$ cat src/rtl/waveform_line_scheduler_if.sv
// Sample-buffer read port, line-drawer handshake and frame control/status of the scheduler.
// master = scheduler side, slave = environment (sample buffer, drawer, frame sequencer).
interface waveform_line_scheduler_if #(
  parameter int SAMPLE_WIDTH      = 24,
  parameter int COORD_WIDTH       = 10,
  parameter int SAMPLE_ADDR_WIDTH = 6
);
  logic                         frame_start;
  logic                         sample_rd_en;
  logic [SAMPLE_ADDR_WIDTH-1:0] sample_addr;
  logic [SAMPLE_WIDTH-1:0]      sample_data;
  logic                         line_start;
  logic [COORD_WIDTH-1:0]       line_x1;
  logic [COORD_WIDTH-1:0]       line_y1;
  logic [COORD_WIDTH-1:0]       line_x2;
  logic [COORD_WIDTH-1:0]       line_y2;
  logic                         line_done;
  logic                         busy;
  logic                         frame_done;
  logic                         overrun;

  modport master (
    input  frame_start, sample_data, line_done,
    output sample_rd_en, sample_addr, line_start,
           line_x1, line_y1, line_x2, line_y2,
           busy, frame_done, overrun
  );

  modport slave (
    output frame_start, sample_data, line_done,
    input  sample_rd_en, sample_addr, line_start,
           line_x1, line_y1, line_x2, line_y2,
           busy, frame_done, overrun
  );
endinterface

$ cat src/rtl/waveform_line_scheduler.sv
// Per-frame sequencer: fetches NUM_POINTS samples, maps each to a screen row and
// hands NUM_POINTS-1 chained segments to the line drawer one at a time.
module waveform_line_scheduler #(
  parameter int SCREEN_WIDTH      = 640,
  parameter int SCREEN_HEIGHT     = 480,
  parameter int SAMPLE_WIDTH      = 24,
  parameter int NUM_POINTS        = 64,
  parameter int X_STEP            = 10,
  parameter int Y_SHIFT           = 15,
  parameter int COORD_WIDTH       = $clog2(SCREEN_WIDTH),
  parameter int SAMPLE_ADDR_WIDTH = $clog2(NUM_POINTS)
) (
  input  logic                      clk,
  input  logic                      resetn,
  waveform_line_scheduler_if.master bus
);

  localparam int EXT_W = SAMPLE_WIDTH + 2;
  localparam logic signed [EXT_W-1:0]       HALF_H   = EXT_W'(SCREEN_HEIGHT / 2);
  localparam logic signed [EXT_W-1:0]       Y_MAX    = EXT_W'(SCREEN_HEIGHT - 1);
  localparam logic [COORD_WIDTH-1:0]        Y_CLAMP  = COORD_WIDTH'(SCREEN_HEIGHT - 1);
  localparam logic [COORD_WIDTH-1:0]        X_INC    = COORD_WIDTH'(X_STEP);
  localparam logic [SAMPLE_ADDR_WIDTH-1:0]  LAST_IDX = SAMPLE_ADDR_WIDTH'(NUM_POINTS - 1);
  localparam logic [SAMPLE_ADDR_WIDTH-1:0]  IDX_ONE  = SAMPLE_ADDR_WIDTH'(1);

  typedef enum logic [2:0] {
    S_IDLE    = 3'd0,
    S_FETCH   = 3'd1,
    S_CAPTURE = 3'd2,
    S_DRAW    = 3'd3,
    S_RELEASE = 3'd4,
    S_DONE    = 3'd5
  } state_t;

  state_t                       r_state, w_state_next;
  logic [SAMPLE_ADDR_WIDTH-1:0] r_idx, w_idx_next;
  logic [SAMPLE_ADDR_WIDTH-1:0] r_sample_addr, w_sample_addr_next;
  logic                         r_sample_rd_en, w_sample_rd_en_next;
  logic                         r_line_start, w_line_start_next;
  logic [COORD_WIDTH-1:0]       r_line_x1, w_line_x1_next;
  logic [COORD_WIDTH-1:0]       r_line_y1, w_line_y1_next;
  logic [COORD_WIDTH-1:0]       r_line_x2, w_line_x2_next;
  logic [COORD_WIDTH-1:0]       r_line_y2, w_line_y2_next;
  logic [COORD_WIDTH-1:0]       r_x_prev, w_x_prev_next;
  logic [COORD_WIDTH-1:0]       r_y_prev, w_y_prev_next;
  logic                         r_frame_done, w_frame_done_next;
  logic                         r_overrun, w_overrun_next;

  // Sample-to-row mapping; two guard bits keep the subtraction from wrapping.
  logic signed [EXT_W-1:0] w_sample_ext;
  logic signed [EXT_W-1:0] w_shifted;
  logic signed [EXT_W-1:0] w_y_raw;
  logic [COORD_WIDTH-1:0]  w_y;

  assign w_sample_ext = EXT_W'($signed(bus.sample_data));
  assign w_shifted    = w_sample_ext >>> Y_SHIFT;
  assign w_y_raw      = HALF_H - w_shifted;

  always_comb begin
    w_y = w_y_raw[COORD_WIDTH-1:0];
    if (w_y_raw < 0) begin
      w_y = '0;
    end else if (w_y_raw > Y_MAX) begin
      w_y = Y_CLAMP;
    end
  end

  always_ff @(posedge clk or negedge resetn) begin
    if (!resetn) begin
      r_state        <= S_IDLE;
      r_idx          <= '0;
      r_sample_addr  <= '0;
      r_sample_rd_en <= 1'b0;
      r_line_start   <= 1'b0;
      r_line_x1      <= '0;
      r_line_y1      <= '0;
      r_line_x2      <= '0;
      r_line_y2      <= '0;
      r_x_prev       <= '0;
      r_y_prev       <= '0;
      r_frame_done   <= 1'b0;
      r_overrun      <= 1'b0;
    end else begin
      r_state        <= w_state_next;
      r_idx          <= w_idx_next;
      r_sample_addr  <= w_sample_addr_next;
      r_sample_rd_en <= w_sample_rd_en_next;
      r_line_start   <= w_line_start_next;
      r_line_x1      <= w_line_x1_next;
      r_line_y1      <= w_line_y1_next;
      r_line_x2      <= w_line_x2_next;
      r_line_y2      <= w_line_y2_next;
      r_x_prev       <= w_x_prev_next;
      r_y_prev       <= w_y_prev_next;
      r_frame_done   <= w_frame_done_next;
      r_overrun      <= w_overrun_next;
    end
  end

  always_comb begin
    w_state_next        = r_state;
    w_idx_next          = r_idx;
    w_sample_addr_next  = r_sample_addr;
    w_sample_rd_en_next = 1'b0;
    w_line_start_next   = r_line_start;
    w_line_x1_next      = r_line_x1;
    w_line_y1_next      = r_line_y1;
    w_line_x2_next      = r_line_x2;
    w_line_y2_next      = r_line_y2;
    w_x_prev_next       = r_x_prev;
    w_y_prev_next       = r_y_prev;
    w_frame_done_next   = 1'b0;
    // A request arriving while a frame is in flight (DONE included) is dropped.
    w_overrun_next      = bus.frame_start && (r_state != S_IDLE);

    case (r_state)
      S_IDLE: begin
        if (bus.frame_start) begin
          w_idx_next          = '0;
          w_sample_addr_next  = '0;
          w_sample_rd_en_next = 1'b1;
          w_state_next        = S_FETCH;
        end
      end

      S_FETCH: begin
        w_state_next = S_CAPTURE;
      end

      S_CAPTURE: begin
        if (r_idx == '0) begin
          w_y_prev_next       = w_y;
          w_x_prev_next       = '0;
          w_idx_next          = IDX_ONE;
          w_sample_addr_next  = IDX_ONE;
          w_sample_rd_en_next = 1'b1;
          w_state_next        = S_FETCH;
        end else begin
          w_line_x1_next    = r_x_prev;
          w_line_y1_next    = r_y_prev;
          w_line_x2_next    = r_x_prev + X_INC;
          w_line_y2_next    = w_y;
          w_line_start_next = 1'b1;
          w_state_next      = S_DRAW;
        end
      end

      S_DRAW: begin
        if (bus.line_done) begin
          w_line_start_next = 1'b0;
          w_state_next      = S_RELEASE;
        end
      end

      // The drawer keeps done high until it sees start fall; wait it out.
      S_RELEASE: begin
        if (!bus.line_done) begin
          w_x_prev_next = r_line_x2;
          w_y_prev_next = r_line_y2;
          if (r_idx == LAST_IDX) begin
            w_state_next = S_DONE;
          end else begin
            w_idx_next          = r_idx + IDX_ONE;
            w_sample_addr_next  = r_idx + IDX_ONE;
            w_sample_rd_en_next = 1'b1;
            w_state_next        = S_FETCH;
          end
        end
      end

      S_DONE: begin
        w_frame_done_next = 1'b1;
        w_state_next      = S_IDLE;
      end

      default: begin
        w_state_next = S_IDLE;
      end
    endcase
  end

  assign bus.busy         = (r_state != S_IDLE);
  assign bus.sample_rd_en = r_sample_rd_en;
  assign bus.sample_addr  = r_sample_addr;
  assign bus.line_start   = r_line_start;
  assign bus.line_x1      = r_line_x1;
  assign bus.line_y1      = r_line_y1;
  assign bus.line_x2      = r_line_x2;
  assign bus.line_y2      = r_line_y2;
  assign bus.frame_done   = r_frame_done;
  assign bus.overrun      = r_overrun;

endmodule

$ cat src/flat_wrapper.sv
// flat-port wrapper written by rule: the top's interface ports become plain ports
module waveform_line_scheduler_flat 
#(
  parameter int SCREEN_WIDTH      = 640,
  parameter int SCREEN_HEIGHT     = 480,
  parameter int SAMPLE_WIDTH      = 24,
  parameter int NUM_POINTS        = 64,
  parameter int X_STEP            = 10,
  parameter int Y_SHIFT           = 15,
  parameter int COORD_WIDTH       = $clog2(SCREEN_WIDTH),
  parameter int SAMPLE_ADDR_WIDTH = $clog2(NUM_POINTS)
)
  (clk, resetn, bus_frame_start, bus_sample_data, bus_line_done, bus_sample_rd_en, bus_sample_addr, bus_line_start, bus_line_x1, bus_line_y1, bus_line_x2, bus_line_y2, bus_busy, bus_frame_done, bus_overrun);
  waveform_line_scheduler_if #(.SAMPLE_WIDTH(SAMPLE_WIDTH), .COORD_WIDTH(COORD_WIDTH), .SAMPLE_ADDR_WIDTH(SAMPLE_ADDR_WIDTH)) bus_i ();
  input  logic clk;
  input  logic resetn;
  input wire logic [$bits(bus_i.frame_start)-1:0] bus_frame_start;
  input wire logic [$bits(bus_i.sample_data)-1:0] bus_sample_data;
  input wire logic [$bits(bus_i.line_done)-1:0] bus_line_done;
  output wire logic [$bits(bus_i.sample_rd_en)-1:0] bus_sample_rd_en;
  output wire logic [$bits(bus_i.sample_addr)-1:0] bus_sample_addr;
  output wire logic [$bits(bus_i.line_start)-1:0] bus_line_start;
  output wire logic [$bits(bus_i.line_x1)-1:0] bus_line_x1;
  output wire logic [$bits(bus_i.line_y1)-1:0] bus_line_y1;
  output wire logic [$bits(bus_i.line_x2)-1:0] bus_line_x2;
  output wire logic [$bits(bus_i.line_y2)-1:0] bus_line_y2;
  output wire logic [$bits(bus_i.busy)-1:0] bus_busy;
  output wire logic [$bits(bus_i.frame_done)-1:0] bus_frame_done;
  output wire logic [$bits(bus_i.overrun)-1:0] bus_overrun;
  assign bus_i.frame_start = bus_frame_start;
  assign bus_i.sample_data = bus_sample_data;
  assign bus_i.line_done = bus_line_done;
  assign bus_sample_rd_en = bus_i.sample_rd_en;
  assign bus_sample_addr = bus_i.sample_addr;
  assign bus_line_start = bus_i.line_start;
  assign bus_line_x1 = bus_i.line_x1;
  assign bus_line_y1 = bus_i.line_y1;
  assign bus_line_x2 = bus_i.line_x2;
  assign bus_line_y2 = bus_i.line_y2;
  assign bus_busy = bus_i.busy;
  assign bus_frame_done = bus_i.frame_done;
  assign bus_overrun = bus_i.overrun;
  waveform_line_scheduler #(.SCREEN_WIDTH(SCREEN_WIDTH), .SCREEN_HEIGHT(SCREEN_HEIGHT), .SAMPLE_WIDTH(SAMPLE_WIDTH), .NUM_POINTS(NUM_POINTS), .X_STEP(X_STEP), .Y_SHIFT(Y_SHIFT), .COORD_WIDTH(COORD_WIDTH), .SAMPLE_ADDR_WIDTH(SAMPLE_ADDR_WIDTH)) u_core (.clk(clk), .resetn(resetn), .bus(bus_i));
endmodule
$ cat config.mk
export PLATFORM = sky130hd
export DESIGN_NAME = waveform_line_scheduler_flat
export DESIGN_NICKNAME = d
export VERILOG_FILES = /design/src/rtl/waveform_line_scheduler_if.sv /design/src/rtl/waveform_line_scheduler.sv /design/src/flat_wrapper.sv
export SDC_FILE = /design/constraint.sdc
export NUM_CORES = 1
export LEC_CHECK = 0
export CAP_MARGIN = 5
export CORE_AREA = 8 8 111 82
export DETAILED_ROUTE_END_ITERATION = 7
export DIE_AREA = 0 0 119 90
export PLACE_DENSITY = 0.73
export SKIP_LAST_GASP = 1
export SLEW_MARGIN = 5
export SYNTH_ARGS = -nofsm -noshare
export SYNTH_HDL_FRONTEND = slang
export SYNTH_SLANG_ARGS = --single-unit
$ cat constraint.sdc
create_clock -name clk -period 3 [get_ports clk]
set_input_delay 0.45 -clock clk [delete_from_list [all_inputs] [get_ports clk]]
set_output_delay 0.45 -clock clk [all_outputs]
set_load 0.005 [all_outputs]
=== After elaboration in Yosys (flattened, before gate mapping) ===
Index checks and enable logic that the tools add are counted.

* Flip-flop bits (word level): 73
* Bits of input ports: 28
* Output and inout port bits: 51
* Word-level logic and storage cells: 70

* Add/sub/neg operators: 3
* Magnitude comparators: 2
* Equality and inequality tests: 12
* Mux-type cells: 28
* Bitwise logic cells: 1
* Reduce and logical (&&, ||, !) cells: 12

{| class="wikitable"
|+ Operator list
! kind !! count
|-
| $mux 10 || 6
|-
| $pmux 10 s2 || 2
|-
| $mux 6 || 4
|-
| $pmux 6 s3 || 1
|-
| $pmux 3 s5 || 1
|-
| $mux 3 || 4
|-
| $add 10x4->10 const B || 1
|-
| $gt 10x10->1 const B || 1
|-
| $lt 10x1->1 const B || 1
|-
| $ne 2x2->1 const B || 5
|-
| $sub 9x9->10 const A || 1
|-
| $reduce_and 3->1 || 3
|-
| $mux 1 || 7
|-
| $add 6x1->6 const B || 1
|-
| $eq 3x2->1 const B || 2
|-
| $eq 3x3->1 const B || 2
|-
| $eq 6x6->1 const B || 1
|-
| $logic_not 6->1 || 1
|-
| $reduce_bool 3->1 || 2
|-
| $reduce_and 5->1 || 1
|-
| $reduce_bool 2->1 || 2
|-
| $eq 3x1->1 const B || 1
|-
| $logic_not 3->1 || 1
|-
| $pmux 1 s3 || 1
|-
| 6 further kinds || 6
|}

=== Logic depth before layout (Yosys ltp) ===
Gate-level depths: netlist (run 1).

* Depth in word-level cells: 6
* Mapped depth: 9
* Mapped depth without buffers: 7

=== Worst setup path before layout (run 1) ===
OpenSTA, ideal clock, no wires.

* Path type: reg-to-reg
* From: reg u_core.bus.sample_addr[0] (netlist name)
* To: reg u_core.r_line_y1[0], in the netlist u_core.bus.line_y1[0]
* Setup time: 0.125 ns
* Arrival time: 2.001 ns
* Required time: 2.875 ns
* Slack: 0.874 ns
* Cell stages (with the launch flop): 8
* Path buffers: 1
* Period minus slack after synthesis: 2.126 ns
* Cell sequence: dfrtp_1 > inv_1 > ha_1 > nor4b_2 > nand2_1 > nand2_1 > clkbuf_1 > mux2_2

{| class="wikitable"
|+ RTL lines
! element !! line !! RTL
|-
| end signal: assignment || waveform_line_scheduler.sv:90 || <nowiki>r_line_y1 <= w_line_y1_next;</nowiki>
|-
| end: declaration || waveform_line_scheduler.sv:41 || <nowiki>logic [COORD_WIDTH-1:0] r_line_y1, w_line_y1_next;</nowiki>
|}

==> results of run 1 <==
[worst min-delay path by stage]
stage                                              endpoint  slack (ps)  cells after the start
after floorplan             u_core.bus.frame_done$_DFF_PN0_         150                      0
after global placement       u_core.r_y_prev[8]$_DFFE_PN0P_         460                      1
after detailed placement     u_core.r_y_prev[6]$_DFFE_PN0P_         470                      2
after CTS                 u_core.bus.sample_rd_en$_DFF_PN0_         180                      1
after global routing      u_core.bus.line_x2[3]$_DFFE_PN0P_         220                      1
final                     u_core.bus.sample_rd_en$_DFF_PN0_         170                      1
[cell usage in the layout, fill, tap and decap left out, types with 2 or more instances in the layout]
cell type / synthesis / layout
sky130_fd_sc_hd__o31ai_1: 2 / 2
sky130_fd_sc_hd__buf_4: 4 / 2
sky130_fd_sc_hd__nand2_1: 37 / 37
sky130_fd_sc_hd__nor3_1: 2 / 2
sky130_fd_sc_hd__xnor2_1: 10 / 10
sky130_fd_sc_hd__nor3b_1: 3 / 3
sky130_fd_sc_hd__o22ai_1: 2 / 2
sky130_fd_sc_hd__o21ai_0: 28 / 28
sky130_fd_sc_hd__a211oi_1: 4 / 4
sky130_fd_sc_hd__mux2_2: 21 / 21
sky130_fd_sc_hd__dfrtp_1: 69 / 69
sky130_fd_sc_hd__buf_12: 0 / 2
sky130_fd_sc_hd__a22o_1: 10 / 10
sky130_fd_sc_hd__inv_6: 0 / 2
sky130_fd_sc_hd__xor2_1: 6 / 6
sky130_fd_sc_hd__nor2_1: 15 / 15
sky130_fd_sc_hd__clkbuf_8: 0 / 10
sky130_fd_sc_hd__and2_1: 2 / 2
sky130_fd_sc_hd__a21o_1: 2 / 2
sky130_fd_sc_hd__nor2b_1: 4 / 4
sky130_fd_sc_hd__ha_1: 4 / 4
sky130_fd_sc_hd__conb_1: 1 / 2
sky130_fd_sc_hd__bufinv_16: 0 / 2
sky130_fd_sc_hd__nand3_1: 6 / 6
sky130_fd_sc_hd__a21oi_1: 13 / 13
sky130_fd_sc_hd__a31oi_1: 3 / 3
sky130_fd_sc_hd__inv_1: 6 / 6
sky130_fd_sc_hd__nand3b_1: 3 / 3
sky130_fd_sc_hd__clkdlybuf4s50_1: 0 / 60
sky130_fd_sc_hd__and3_1: 2 / 2
sky130_fd_sc_hd__a22oi_1: 2 / 2
[area by class of cell]
class / instances / area share
flip-flops and latches: 69 / 0.416
multi-input cells: 205 / 0.334
repair buffers: 65 / 0.159
clock buffers: 10 / 0.0331
well taps: 101 / 0.0304
clock inverters: 6 / 0.0226
inverters: 6 / 0.00542
[report_power, final]
group / total [W] / internal [W] / leakage [nW] / switching (W)
registers: 0.00146 / 0.00122 / 0.894 / 0.000239
clock network: 0.000864 / 0.000498 / 0.113 / 0.000366
logic: 0.00132 / 0.000714 / 0.816 / 0.000606
total: 0.00364 / 0.00243 / 1.82 / 0.00121
[metal layers]
layer / routed length, um / global-route usage / vias to the layer above
li1: - / - / 1175
met1: 3590 / 0.201 / 1197
met2: 3260 / 0.200 / 71
met3: 362 / 0.0275 / 15
met4: 144 / 0.0640 / 0
met5: 0 / 0 / -
[state kept, by name, summed over array words and instances, names as in the netlist, 3 cells and up]
| name | count |
|---|---|
| u_core.bus.line_y2 | 9 |
| u_core.r_x_prev | 10 |
| u_core.r_state | 3 |
| u_core.bus.line_y1 | 9 |
| u_core.bus.line_x1 | 9 |
| u_core.r_y_prev | 9 |
| u_core.bus.sample_addr | 6 |
| u_core.bus.line_x2 | 10 |
[through the flow]
stage                     power, W  hold WS (ps)   util  cell area [um^2]  instances
final                      0.00364           174  0.551              4150        462
after global routing       0.00389           222  0.551              4150        462
after CTS                  0.00368           182  0.551              4150        462
after detailed placement   0.00281           470  0.521              3920        446
after global placement     0.00276           460  0.521              3920        446
after floorplan            0.00215           154      -              3230        300
[worst max-delay path, cell delays in order, from the launching register on]
cell	delay (ps)
sky130_fd_sc_hd__dfrtp_1	460
sky130_fd_sc_hd__inv_1	150
sky130_fd_sc_hd__ha_1	180
sky130_fd_sc_hd__nor4b_2	370
sky130_fd_sc_hd__nand2_1	220
sky130_fd_sc_hd__o32a_1	660
sky130_fd_sc_hd__a211oi_1	350
sky130_fd_sc_hd__a21o_1	120
[kinds of logic after synthesis]
kind of cell | Yosys count | share of synthesized area
AO/OA/AOI/OAI | 78 | 0.166
multiplexers | 22 | 0.0764
buffers and inverters | 26 | 0.0364
adder cells (fa/ha/maj) | 4 | 0.0155
other | 1 | 0.00116
AND/OR/NAND/NOR | 83 | 0.126
flip-flops | 69 | 0.535
XOR/XNOR | 16 | 0.0434
==> reports/summary.md, run 1 <==
Status
- outcome: complete, no violations

Critical path
- Required @ worst endpoint: 3280 ps
- Crit Path Max Fanout: 26
- type of origin of the critical path: flip-flop
- worst reg-to-reg path cell count: 7
- Worst Setup Path Type: reg -> reg
- data arrival at the endpoint of the critical path: 2850 ps
- type of element capturing the critical path: flip-flop
- RR Startpoint: u_core.bus.sample_addr[0]$_DFFE_PN0P_
- Reg-to-Reg End: u_core.r_y_prev[8]$_DFFE_PN0P_
- R2R Setup Slk: 430 ps
- launch point of the critical path: u_core.bus.sample_addr[0]$_DFFE_PN0P_
- last element of the critical path: u_core.r_y_prev[8]$_DFFE_PN0P_

STA
- upper clock frequency limit: 389 MHz
- total count of max-transition violations in the final report: 0
- post-route worst setup slack: 428 ps
- count of final setup violators: 0
- crit path time final: 2570 ps
- period utilisation layout: 0.857
- final hold violations: 0
- TNS Setup: 0 ps
- relative slew slack: 0.351
- unrepaired setup endpoints after global routing: false
- final worst clock skew: 11.5 ps
- actual slew at the worst max-slew pin: 973 ps

Job
- max-cap violation count: 0

Yosys
- commonest cells in the synthesized netlist: sky130_fd_sc_hd__dfrtp_1 (69), sky130_fd_sc_hd__nand2_1 (37), sky130_fd_sc_hd__o21ai_0 (28)
- post-synth top area cell: sky130_fd_sc_hd__dfrtp_1
- yosys synthesis warning count: 0
- cell area after synthesis: 3230 um^2
- fraction of post-synthesis cell area in the top cell type by area: 0.535
- synthesized instance count: 299
- Mapped Avg Cell Area: 10.8 um^2
- Yosys reg bits: 69
- post-synthesis async set-or-reset flop share: 1.00
- most used flip-flop cell after synthesis: sky130_fd_sc_hd__dfrtp_1
- Netlist cell types: 50
- sequential area share after synthesis: 0.535
- Synth area leaders: sky130_fd_sc_hd__dfrtp_1 (54%), sky130_fd_sc_hd__mux2_2 (7.3%), sky130_fd_sc_hd__o21ai_0 (4.3%), sky130_fd_sc_hd__nand2_1 (4.3%), sky130_fd_sc_hd__a22o_1 (2.7%)
- number of enable-type register cells in the synthesized netlist: 0
- leading cell type by number of instances after synthesis: sky130_fd_sc_hd__dfrtp_1

Route
- routed vias: 2,458
- Final Routed Wirelength: 7360 um
- drt pass-1 iters: 4
- Detail Route Antenna Nets: 0
- Routed wire per std cell: 15.9 um
- post-DR vias/cell: 5.32
- 1st-iter DRT viols: 128
- drc violations: 0

Power and ir drop
- reported leakage power: 1.82 nW
- power density relative to cell area: 877 nW/um^2
- worst-case vdd ir drop: 0.358 mV

Die
- total die area: 10,700 um^2
- starting density of the core: 0.428
- horizontal extent of the die: 119 um
- die span in y: 90 um
- row cnt: 27
- number of top-level design ports: 79
- core footprint: 7530 um^2

Global route
- gr ovfl total: 0
- maximum number of pins on one net before global-route repair: 53
- overall track demand over capacity in global routing: 0.140
- first-pass GRT wire length: 12,300 um
- antenna violations before repair: 0
- via count of the first global-routing pass: 2,321

Layout
- Antenna Diode Count: 0
- layout-stage area growth over the synthesis result: 28.7%
- final net count: 388
- count of fill cells added during filler insertion: 657
- layout cells sized above 1: 0.130
- combined flip-flop and latch cell area: 1730 um^2
- multi-input gate area in the final layout: 1390 um^2

Worst hold path
- path category of the worst min-delay check: in -> async

Clock network
- number of post-CTS setup repair buffers: 0
- hold buffer count at cts: 0
- insertion delay to the later sink of the worst-skew pair: 350 ps
- clock-pin transition on the worst setup and hold timing paths: 80 ps
- number of buffers on the longest clock path: 2
- CTS H-tree depth: 3
- TritonCTS clock tree: yes
- post-CTS resize count: 0
- root buffer cell: sky130_fd_sc_hd__clkbuf_8
- TritonCTS Buffers: 9
- clock sink total: 69

Placed design
- hpwl dp: 5300 um
- routability congestion estimate from global placement: 0.887
- Setup WS pre-CTS: 333 ps
- I/O Buffers: 61

Power figures use the tool's default switching activity.
==> run 2, diff against run 1 <==
--- a/config.mk
+++ b/config.mk
@@ -6,10 +6,10 @@
 export NUM_CORES = 1
 export LEC_CHECK = 0
 export CAP_MARGIN = 5
-export CORE_AREA = 8 8 111 82
+export CORE_AREA = 8 8 106 79
 export DETAILED_ROUTE_END_ITERATION = 7
-export DIE_AREA = 0 0 119 90
-export PLACE_DENSITY = 0.73
+export DIE_AREA = 0 0 114 87
+export PLACE_DENSITY = 0.79
 export SKIP_LAST_GASP = 1
 export SLEW_MARGIN = 5
 export SYNTH_ARGS = -nofsm -noshare
==> reports/summary.md, run 2 (synthesis gave the netlist of run 1 again) <==
Die
- row cnt: 26, -3.7%
- core footprint: 6900 um^2, -8.5%
- die span in y: 87 um, -3.3%
- total die area: 9920 um^2, -7.4%
- horizontal extent of the die: 114 um, -4.2%
- starting density of the core: 0.468, +0.0396
- number of top-level design ports: 79, unchanged

STA
- final hold violations: 0, unchanged
- unrepaired setup endpoints after global routing: false
- relative slew slack: 0.339, -0.0111
- count of final setup violators: 0, unchanged
- actual slew at the worst max-slew pin: 989 ps, +16.7 ps
- total count of max-transition violations in the final report: 0, unchanged
- final worst clock skew: 8.08 ps, -3.39 ps
- upper clock frequency limit: 403 MHz, +3.6%
- crit path time final: 2480 ps, -88.2 ps
- period utilisation layout: 0.828, -0.0294
- TNS Setup: 0 ps, unchanged

Power and ir drop
- Int Power: 0.00249 W, +2.2%
- overall power: 0.00368 W, +1.1%
- reported leakage power: 1.84 nW, +0.65%
- Flop pwr share: 0.398, -0.002
- power density relative to cell area: 885 nW/um^2, +0.87%
- worst-case vdd ir drop: 0.331 mV, -7.7%
- switching power summed over all nets: 0.00120 W, -1.2%
- switching part of the total power: 0.325, -0.00744
- share of total power in the clock network: 0.243, +0.006
- relative contribution of combinational cells to total power: 0.360, -0.002

Layout
- Antenna Diode Count: 0, unchanged
- layout cells sized above 1: 0.130, unchanged
- most common cell after layout, fill and taps aside: sky130_fd_sc_hd__dfrtp_1
- commonest non-fill, non-tap cells in the layout: sky130_fd_sc_hd__dfrtp_1 (69), sky130_fd_sc_hd__clkdlybuf4s50_1 (60), sky130_fd_sc_hd__nand2_1 (37)
- final net count: 389, +0.26%
- layout-stage area growth over the synthesis result: 29.0%

Global route
- antenna violations before repair: 0, unchanged
- routing usage on met2: 0.235, +0.0353
- GR Layer Usage met1: 0.216, +0.0152
- overall track demand over capacity in global routing: 0.159, +0.0181
- first-pass GRT wire length: 12,400 um, +0.79%
- maximum number of pins on one net before global-route repair: 55, +3.8%
- gr ovfl total: 0, unchanged
- via count of the first global-routing pass: 2,380, +2.5%
- met3 capacity usage during global routing: 0.0339, +0.00645
- most used routing layer in global routing: met2

Worst hold path
- path category of the worst min-delay check: in -> async

Critical path
- Required @ worst endpoint: 3280 ps, about the same
- data arrival at the endpoint of the critical path: 2760 ps, -90 ps
- Crit Path Max Fanout: 26, unchanged
- type of element capturing the critical path: flip-flop
- Worst Setup Path Type: reg -> reg
- type of origin of the critical path: flip-flop

Route
- Detail Route Antenna Nets: 0, unchanged
- drc violations: 0, unchanged
- drt pass-1 iters: 4, unchanged
- Routed wire per std cell: 16.1 um, +1.3%
- 1st-iter DRT viols: 158, +23%
- Final Routed Wirelength: 7410 um, +0.68%
- post-DR vias/cell: 5.38, +1.1%
- routed vias: 2,468, +0.41%

Clock network
- root buffer cell: sky130_fd_sc_hd__clkbuf_8
- TritonCTS Buffers: 9, unchanged
- clock-pin transition on the worst setup and hold timing paths: 70 ps, about the same
- clock sink total: 69, unchanged
- number of buffers on the longest clock path: 2, unchanged
- number of post-CTS setup repair buffers: 0, unchanged
- insertion delay to the later sink of the worst-skew pair: 340 ps, about the same
- CTS H-tree depth: 3, unchanged
- TritonCTS clock tree: yes
- hold buffer count at cts: 0, unchanged
- post-CTS resize count: 0, unchanged

Placed design
- I/O Buffers: 61, unchanged
- hpwl dp: 5250 um, -1.0%
- routability congestion estimate from global placement: 0.899, +1.4%

Job
- max-cap violation count: 0, unchanged

Status
- outcome: complete, no violations

[run 2: cell type report]
class                   count  area (um^2)
inverters                   6         22.5
repair buffers             66          668
fillers                   571         2730
flip-flops and latches     69         1730
multi-input cells         205         1390
clock inverters             6          113
well taps                  98          123
clock buffers               9          124
[run 2: worst paths after layout]
check	from	end	slack, ps	depth (start not counted)
max in group asynchronous	resetn	u_core.bus.line_y1[7]$_DFFE_PN0P_	2380	2
max reg2reg	u_core.bus.sample_addr[0]$_DFFE_PN0P_	u_core.r_y_prev[8]$_DFFE_PN0P_	520	7
min in group clk	u_core.r_y_prev[8]$_DFFE_PN0P_	u_core.r_y_prev[8]$_DFFE_PN0P_	480	1
min	resetn	u_core.bus.sample_addr[0]$_DFFE_PN0P_	30	1
max	u_core.bus.sample_addr[0]$_DFFE_PN0P_	u_core.r_y_prev[8]$_DFFE_PN0P_	520	7
min reg2reg	u_core.r_y_prev[8]$_DFFE_PN0P_	u_core.r_y_prev[8]$_DFFE_PN0P_	480	1
[run 2: power by group through the flow]
stage                     clock network [W]  logic (W)  registers, W
after global placement                    0    0.00129       0.00146
after CTS                          0.000909    0.00134       0.00146
after detailed placement                  0    0.00134       0.00148
after global routing               0.000960    0.00147       0.00151
final                              0.000894    0.00132       0.00146
after floorplan                           0   0.000741       0.00141
[run 2: critical path, stage by stage (launching register included)]
cell and delay [ps]:
sky130_fd_sc_hd__dfrtp_1 450, sky130_fd_sc_hd__inv_1 140, sky130_fd_sc_hd__ha_1 170, sky130_fd_sc_hd__nor4b_2 320, sky130_fd_sc_hd__nand2_1 220, sky130_fd_sc_hd__o32a_1 670
sky130_fd_sc_hd__a211oi_1 330, sky130_fd_sc_hd__a21o_1 110
[run 2: metal layers]
metal / vias to the layer above / wire (um)
met1: 1219 / 3480
met3: 10 / 394
li1: 1173 / -
met4: 0 / 140
met2: 66 / 3400
met5: - / 0
[run 2: metrics by stage]
step	setup WS, ps	util	hold WS, ps	instance area (um^2)	cells
floorplan	874	-	154	3230	300
CTS	534	0.604	26.0	4160	459
global route	286	0.604	45.5	4160	459
global placement	355	0.569	388	3930	444
detailed placement	318	0.569	389	3930	444
finish	516	0.604	27.6	4160	459
==> run 3, diff against run 2 <==
--- a/config.mk
+++ b/config.mk
@@ -6,10 +6,10 @@
 export NUM_CORES = 1
 export LEC_CHECK = 0
 export CAP_MARGIN = 5
-export CORE_AREA = 8 8 106 79
+export CORE_AREA = 8 8 111 82
 export DETAILED_ROUTE_END_ITERATION = 7
-export DIE_AREA = 0 0 114 87
-export PLACE_DENSITY = 0.79
+export DIE_AREA = 0 0 119 90
+export PLACE_DENSITY = 0.75
 export SKIP_LAST_GASP = 1
 export SLEW_MARGIN = 5
 export SYNTH_ARGS = -nofsm -noshare
==> constraint.sdc (replaced) <==
create_clock -name clk -period 2.2 [get_ports clk]
set_input_delay 0.33 -clock clk [delete_from_list [all_inputs] [get_ports clk]]
set_output_delay 0.33 -clock clk [all_outputs]
set_load 0.005 [all_outputs]
==> reports/summary.md, run 3 (synthesis gave the netlist of run 1 again) <==
Status
- outcome: complete, no violations

Layout
- commonest non-fill, non-tap cells in the layout: sky130_fd_sc_hd__dfrtp_1 (69), sky130_fd_sc_hd__clkdlybuf4s50_1 (60), sky130_fd_sc_hd__nand2_1 (36)
- layout cells sized above 1: 0.175, +0.0449
- layout-stage area growth over the synthesis result: 33.5%
- most common cell after layout, fill and taps aside: sky130_fd_sc_hd__dfrtp_1
- combined flip-flop and latch cell area: 1730 um^2, unchanged
- Antenna Diode Count: 0, unchanged
- final net count: 405, +4.1%
- multi-input gate area in the final layout: 1410 um^2, +1.4%
- count of fill cells added during filler insertion: 646, +13%
- number of standard cells in the final layout excluding fillers: 478, +4.1%

Global route
- maximum number of pins on one net before global-route repair: 70, +27%
- overall track demand over capacity in global routing: 0.138, -0.0201
- gr ovfl total: 0, unchanged
- via count of the first global-routing pass: 2,472, +3.9%
- antenna violations before repair: 0, unchanged
- first-pass GRT wire length: 12,300 um, -0.61%

Placed design
- I/O Buffers: 61, unchanged
- routability congestion estimate from global placement: 0.783, -13%
- hpwl dp: 5190 um, -0.97%
- dpl cells: 463, +4.3%

Route
- drc violations: 0, unchanged
- routed vias: 2,514, +1.9%
- post-DR vias/cell: 5.26, -2.2%
- Detail Route Antenna Nets: 0, unchanged
- drt pass-1 iters: 4, unchanged
- Routed wire per std cell: 15.4 um, -4.4%
- Final Routed Wirelength: 7370 um, -0.49%
- 1st-iter DRT viols: 125, -21%

STA
- upper clock frequency limit: 489 MHz
- total count of max-transition violations in the final report: 0, unchanged
- TNS Setup: 0 ps, unchanged
- unrepaired setup endpoints after global routing: true
- relative slew slack: 0.612, +0.273
- actual slew at the worst max-slew pin: 581 ps, -409 ps
- count of final setup violators: 0, unchanged
- Fin Hold WS: 1.41 ps, -26.1 ps
- final worst clock skew: 9.28 ps, +1.20 ps
- crit path time final: 2050 ps
- period utilisation layout: 0.930
- final hold violations: 0, unchanged

Die
- core footprint: 7530 um^2, +9.2%
- number of top-level design ports: 79, unchanged
- starting density of the core: 0.428, -0.0396
- row cnt: 27, +3.8%
- total die area: 10,700 um^2, +8.0%
- die span in y: 90 um, +3.4%
- horizontal extent of the die: 119 um, +4.4%

Critical path
- Worst Setup Path Type: reg -> out
- worst reg-to-reg path cell count: 8, +1
- type of origin of the critical path: flip-flop
- Reg-to-Reg End: u_core.r_y_prev[3]$_DFFE_PN0P_
- R2R Setup Slk: 160 ps, -360 ps
- data arrival at the endpoint of the critical path: 1720 ps, -1040 ps
- Crit Path Max Fanout: 10, -62%
- Required @ worst endpoint: 1870 ps, -1410 ps
- type of element capturing the critical path: primary output
- launch point of the critical path: u_core.r_state[1]$_DFFE_PN0P_
- RR Startpoint: u_core.bus.sample_addr[1]$_DFFE_PN0P_

Power and ir drop
- worst-case vdd ir drop: 0.422 mV, +28%
- power density relative to cell area: 1190 nW/um^2, +34%
- reported leakage power: 1.92 nW, +4.5%

Clock network
- clock sink total: 69, unchanged
- TritonCTS Buffers: 9, unchanged
- number of buffers on the longest clock path: 2, unchanged
- TritonCTS clock tree: yes
- clock-pin transition on the worst setup and hold timing paths: 70 ps, about the same
- insertion delay to the later sink of the worst-skew pair: 330 ps, about the same
- number of post-CTS setup repair buffers: 0, unchanged
- CTS H-tree depth: 3, unchanged
- root buffer cell: sky130_fd_sc_hd__clkbuf_8

Job
- max-cap violation count: 0, unchanged

Worst hold path
- path category of the worst min-delay check: in -> async

==> run 3: power breakdown <==
part / switching [W] / leakage [nW] / internal [W] / total, W
sequential: 0.000261 / 0.894 / 0.00166 / 0.00192
combinational: 0.000919 / 0.904 / 0.00107 / 0.00199
clock: 0.000461 / 0.119 / 0.000748 / 0.00121
==> run 3: worst max-delay path, stage by stage, from the launching register on <==
cell	delay (ps)
sky130_fd_sc_hd__dfrtp_1	380
sky130_fd_sc_hd__buf_4	160
sky130_fd_sc_hd__or3_1	380
sky130_fd_sc_hd__clkdlybuf4s50_1	450
==> run 3: layout make-up <==
class | count | share of cell area
Sequential cell | 69 | 0.401
Multi-Input combinational cell | 205 | 0.327
Timing Repair Buffer | 82 | 0.183
Tap cell | 101 | 0.0293
Clock buffer | 9 | 0.0288
Clock inverter | 6 | 0.0261
Inverter | 6 | 0.00523
==> run 3: worst max path at each step <==
stage                     slack (ps)  depth (start not counted)                                 to
after floorplan                   70                          7  u_core.bus.line_y1[0]$_DFFE_PN0P_
after global placement           -20                          9     u_core.r_y_prev[0]$_DFFE_PN0P_
after detailed placement         -70                          9     u_core.r_y_prev[1]$_DFFE_PN0P_
after CTS                         40                          5     u_core.r_y_prev[3]$_DFFE_PN0P_
after global routing              -5                          8     u_core.r_y_prev[3]$_DFFE_PN0P_
final                            150                          3                           bus_busy
==> run 3: repair_timing <==
action | in CTS | in global routing
hold buffers | 0 | 0
endpoints found under the setup margin | 0 | 25
gates resized for setup | 0 | 4
==> run 3: routing by layer <==
layer / global-route usage / vias to the layer above / wire [um]
met1: 0.186 / 1237 / 3490
met3: 0.0381 / 5 / 443
li1: - / 1206 / -
met4: 0.0441 / 0 / 63
met2: 0.211 / 66 / 3380
met5: 0 / - / 0
==> run 3: metrics by stage <==
step                       util  total power [W]  worst slack [ps]  instance area, um^2
final                     0.572          0.00512               154                 4310
after global routing      0.572          0.00546             -4.63                 4310
after CTS                 0.569          0.00515              37.3                 4290
after detailed placement  0.538          0.00391             -74.7                 4050
after global placement    0.538          0.00386             -16.7                 4050
after floorplan               -          0.00293              73.8                 3230
